===== src/rtl/bht_sat_table.sv =====
// Branch history table of saturating counters with built-in read-modify-write update,
// a registered predict port and a post-reset sweep that loads every entry with INIT_CTR.
module bht_sat_table #(
    parameter int IDX_W    = 10,
    parameter int CTR_W    = 2,
    parameter int INIT_CTR = 1,
    parameter bit BYPASS   = 1'b1
) (
    input  logic             clk,
    input  logic             rst,
    output logic             ready,
    input  logic             pred_valid,
    input  logic [IDX_W-1:0] pred_addr,
    output logic             pred_out_valid,
    output logic             pred_taken,
    output logic [CTR_W-1:0] pred_ctr,
    input  logic             upd_valid,
    input  logic [IDX_W-1:0] upd_addr,
    input  logic             upd_taken
);

    localparam int DEPTH = 1 << IDX_W;
    localparam logic [CTR_W-1:0] CTR_MAX = '1;
    localparam logic [CTR_W-1:0] CTR_MIN = '0;
    localparam logic [CTR_W-1:0] INIT_V  = CTR_W'(INIT_CTR);

    typedef enum logic {
        ST_INIT = 1'b0,
        ST_RUN  = 1'b1
    } state_t;

    // Saturating step: never wraps at either end.
    function automatic logic [CTR_W-1:0] sat_step(input logic [CTR_W-1:0] c,
                                                  input logic             taken);
        logic [CTR_W-1:0] r;
        if (taken) begin
            r = (c == CTR_MAX) ? c : c + CTR_W'(1);
        end else begin
            r = (c == CTR_MIN) ? c : c - CTR_W'(1);
        end
        return r;
    endfunction

    state_t           state;
    logic [IDX_W-1:0] sweep_ptr;
    logic [CTR_W-1:0] table_mem [DEPTH];

    logic             pred_fire;
    logic             upd_fire;
    logic             same_idx;
    logic [CTR_W-1:0] upd_old;
    logic [CTR_W-1:0] upd_new;
    logic [CTR_W-1:0] pred_rd;

    logic             pred_vld_p1;
    logic [CTR_W-1:0] pred_ctr_p1;

    always_comb begin
        pred_fire = pred_valid && ready;
        upd_fire  = upd_valid && ready;
        same_idx  = (pred_addr == upd_addr);
        upd_old   = table_mem[upd_addr];
        upd_new   = sat_step(upd_old, upd_taken);
        pred_rd   = table_mem[pred_addr];
        if (BYPASS && upd_fire && same_idx) begin
            pred_rd = upd_new;
        end
    end

    // ---- p0 -> p1: control FSM and registered predict outputs ----
    always_ff @(posedge clk or negedge rst) begin
        if (!rst) begin
            state       <= ST_INIT;
            sweep_ptr   <= '0;
            ready       <= 1'b0;
            pred_vld_p1 <= 1'b0;
            pred_ctr_p1 <= '0;
        end else begin
            case (state)
                ST_INIT: begin
                    sweep_ptr <= sweep_ptr + 1'b1;
                    if (sweep_ptr == '1) begin
                        state <= ST_RUN;
                        ready <= 1'b1;
                    end
                end
                ST_RUN: begin
                    ready <= 1'b1;
                end
                default: begin
                    state <= ST_INIT;
                    ready <= 1'b0;
                end
            endcase
            pred_vld_p1 <= pred_fire;
            if (pred_fire) begin
                pred_ctr_p1 <= pred_rd;
            end
        end
    end

    // Table storage is not reset; the sweep owns the write port until RUN.
    always_ff @(posedge clk) begin
        if (state == ST_INIT) begin
            table_mem[sweep_ptr] <= INIT_V;
        end else if (upd_fire) begin
            table_mem[upd_addr] <= upd_new;
        end
    end

    assign pred_out_valid = pred_vld_p1;
    assign pred_ctr       = pred_ctr_p1;
    assign pred_taken     = pred_ctr_p1[CTR_W-1];

endmodule

===== config.mk =====
export PLATFORM = sky130hd
export DESIGN_NAME = bht_sat_table
export DESIGN_NICKNAME = d
export VERILOG_FILES = /design/src/rtl/bht_sat_table.sv
export SDC_FILE = /design/constraint.sdc
export NUM_CORES = 2
export LEC_CHECK = 0
export ABC_AREA = 0
export CAP_MARGIN = 5
export CORE_ASPECT_RATIO = 0.5
export CORE_UTILIZATION = 35
export DETAILED_ROUTE_END_ITERATION = 10
export PLACE_DENSITY = 0.6
export SYNTH_ARGS = -nofsm -noshare
export SYNTH_HDL_FRONTEND = slang
export SYNTH_SLANG_ARGS = --single-unit

===== constraint.sdc =====
create_clock -name clk -period 147 [get_ports clk]
set_input_delay 44.1 -clock clk [delete_from_list [all_inputs] [get_ports clk]]
set_output_delay 44.1 -clock clk [all_outputs]
set_load 0.1 [all_outputs]

==> impl_metrics.toml <==
[setup_path]
crit_required_ps = 147520
critical_path.cell_chain = "buf_8 -> buf_4 -> buf_4 -> buf_4 -> buf_4 -> mux4_2 -> mux2i_1 -> o22ai_1 -> nor3_1 -> a311oi_1 -> o311ai_0 -> o311ai_0 -> buf_4 -> a21oi_1 -> nor3_2 -> buf_12 -> buf_4 -> buf_4 -> buf_4"
worstRegToRegCells = 14
worst_ep_arrival_time_ps = 53510
cp_slowest_cell = "buf_4"
end_kind = "register"
path_depth = 19
crit_path_frequent_cell = "buf_4"
crit_family = "buffers and inverters"
worstPathMaxFanout = 210
startpoint_type = "input port"
worst-setup-path-type = "in -> reg"
max_stage_delay_ps = 970
path_buf_inv = 10

[yosys]
synth.area.top_cells = "edfxtp_1 61%, mux4_2 25%, nor2_1 4.0%"
yosys-top-cells-count = "2048 x edfxtp_1, 1141 x mux4_2, 1089 x nor2_1, 287 x clkbuf_1, 201 x nand2_1"
ys_seq_elements = 2063
ys_seq_area_frac = 0.613
synth_top_area_share = 0.609
yosys.cell_types.count = 72
syn_area_per_cell_um2 = 17.4
synth-edff-count = 2048
async_reset_ff_frac = 0.00727
synth_ff_type = "edfxtp_1"
yosysTopAreaCell = "edfxtp_1"
yosys_warnings = 0
netlist_area_um2 = 101000
syn-num-nets = 5832
postSynthCellCount = 5806
synth.most_common_cell = "edfxtp_1"

[cts]
numCtsBuffers = 212
cts_resized = 0
cts.hold.buffers_added = 0
cts_htree_levels = 4
clockBufferDepth = 4
clk_latency_ps = 880
cts_sinks = 2063
cts_tree = "built"
clk_pin_slew_ps = 60
cts_setup_buffers = 0
cts_root_buffer = "clkbuf_16"

[placement]
gp_congestion = 0.884
placed_cell_area_um2 = 105000
dp.cells = 9247
portBuffers = 29
hpwl_mm = 208

[worst_hold_path]
hold_class = "reg -> reg"
whs_path_depth = 1

[routing]
antenna_left = 0
drtIter0Drc = 9549
drc = 0
via_per_inst = 6.43
first_pass_iters = 6
wirelength_mm = 344
routed-via-count = 61900
wl_per_cell_um = 35.7

[timing]
fin_crit_sh = 0.360
rsz0062_at_grt = "false"
slew_headroom = 0.0943
clock_skew_ps = 59.0
drv_slew = 0
tightest_slew_ps = 1350
setup_tns_ps = 0
min_period_ps = 52980
hold_viol_final = 0
setup_viol = 0
fmax_mhz = 18.9

[global_routing]
grt_pass1_wl_mm = 478
grtUsageTotal = 0.231
grt_max_degree = 227
grt_overflow = 0
antenna_found_initial = 16
first_global_vias = 60400

[power]
vdd_ir_drop_max_mv = 0.00893
power.density_nw_per_um2 = 11.0
leakagePower_nw = 32.6

[final_layout]
seqCellArea_um2 = 61900
fillCellCount = 25700
fin_cells = 9631
nNetsFinal = 5707
multi_input_area_um2 = 36600
area_delta_synth_final_pct = 10.7
layout-drive-gt1-share = 0.295
fin_area_um2 = 112000

[flow_run]
max-cap-violations = 0

[die]
initial_core_util = 0.354
core_um2 = 285000
ios = 30
die_y_um = 382
rows = 138
die_w_um = 762
dieArea_um2 = 291000

[run_status]
status = "completed"
[cell families after synthesis]
logic type / share of synthesized area
multiplexers: 0.274
buffers and inverters: 0.0271
adder cells (fa/ha/maj): 0.000124
AND/OR/NAND/NOR: 0.0593
AO/OA/AOI/OAI: 0.0254
XOR/XNOR: 0.00165
flip-flops: 0.613
[worst paths after layout]
| check | slack (ps) | endpoint | startpoint |
|---|---|---|---|
| worst max-delay path | 94020 | table_mem[70][1] | upd_addr[2] |
| worst min-delay path | 530 | sweep_ptr[9] | sweep_ptr[9] |
| worst max register to register | 139910 | table_mem[70][1] | table_mem[421][1] |
| worst min register to register | 530 | sweep_ptr[9] | sweep_ptr[9] |
| max in group asynchronous | 102580 | state | rst |
| min in group asynchronous | 43800 | ready | rst |
[area by class of cell]
class                      instances  area share
multi-input combinational       3187       0.328
inverter                          15    0.000605
timing repair buffer             202      0.0154
clock buffer                     253      0.0495
antenna                            7    0.000157
tap                             3780      0.0423
sequential                      2063       0.554
clock inverter                   124      0.0107
[stage by stage]
stage	power (mW)	utilization	setup WS, ps	hold WS, ps
finish	1.23	0.392	94020	528
global route	1.26	0.392	93680	527
CTS	1.24	0.392	94120	522
detailed placement	0.705	0.369	93240	511
global placement	0.705	0.369	93420	494
floorplan	0.686	-	54310	463
[flip-flops by register name, summed over array words and instances (netlist names)]
register,flops
table_mem,2048
sweep_ptr,10
ready,1
pred_ctr,2
state,1
pred_out_valid,1
[routing by layer]
layer / track usage / share of wire / up-vias
met5: 0 / 0.00032 / -
li1: - / - / 23600
met4: 0.0895 / 0.044 / 9
met2: 0.353 / 0.45 / 4303
met1: 0.321 / 0.39 / 33300
met3: 0.0573 / 0.12 / 699
[power breakdown]
part           internal [mW]  total [mW]  switching (mW)
Combinational         0.0186      0.0562          0.0377
Clock                  0.309       0.541           0.232
Sequential             0.636       0.636               0
[layout by cell type (no fill, tap or decap), types with 15 or more instances in the layout]
master              n
edfxtp_1         2048
mux4_2           1141
nor2_1           1087
clkbuf_16         215
nand2_1           169
buf_4             164
mux2i_1           150
a22oi_1            92
a21oi_1            52
clkinv_2           50
clkinv_1           44
nand3_1            38
mux2_2             37
clkbuf_1           37
nand2_4            32
o21ai_0            31
nor3_1             27
o22ai_1            27
bufinv_16          24
a31oi_1            20
a211oi_1           18
nand2b_1           17
and2_1             17
nor2b_1            16
clkdlybuf4s50_1    16
o211ai_1           15
xnor2_1            15
dfrtp_1            15
(Power assumes the default switching activity.)
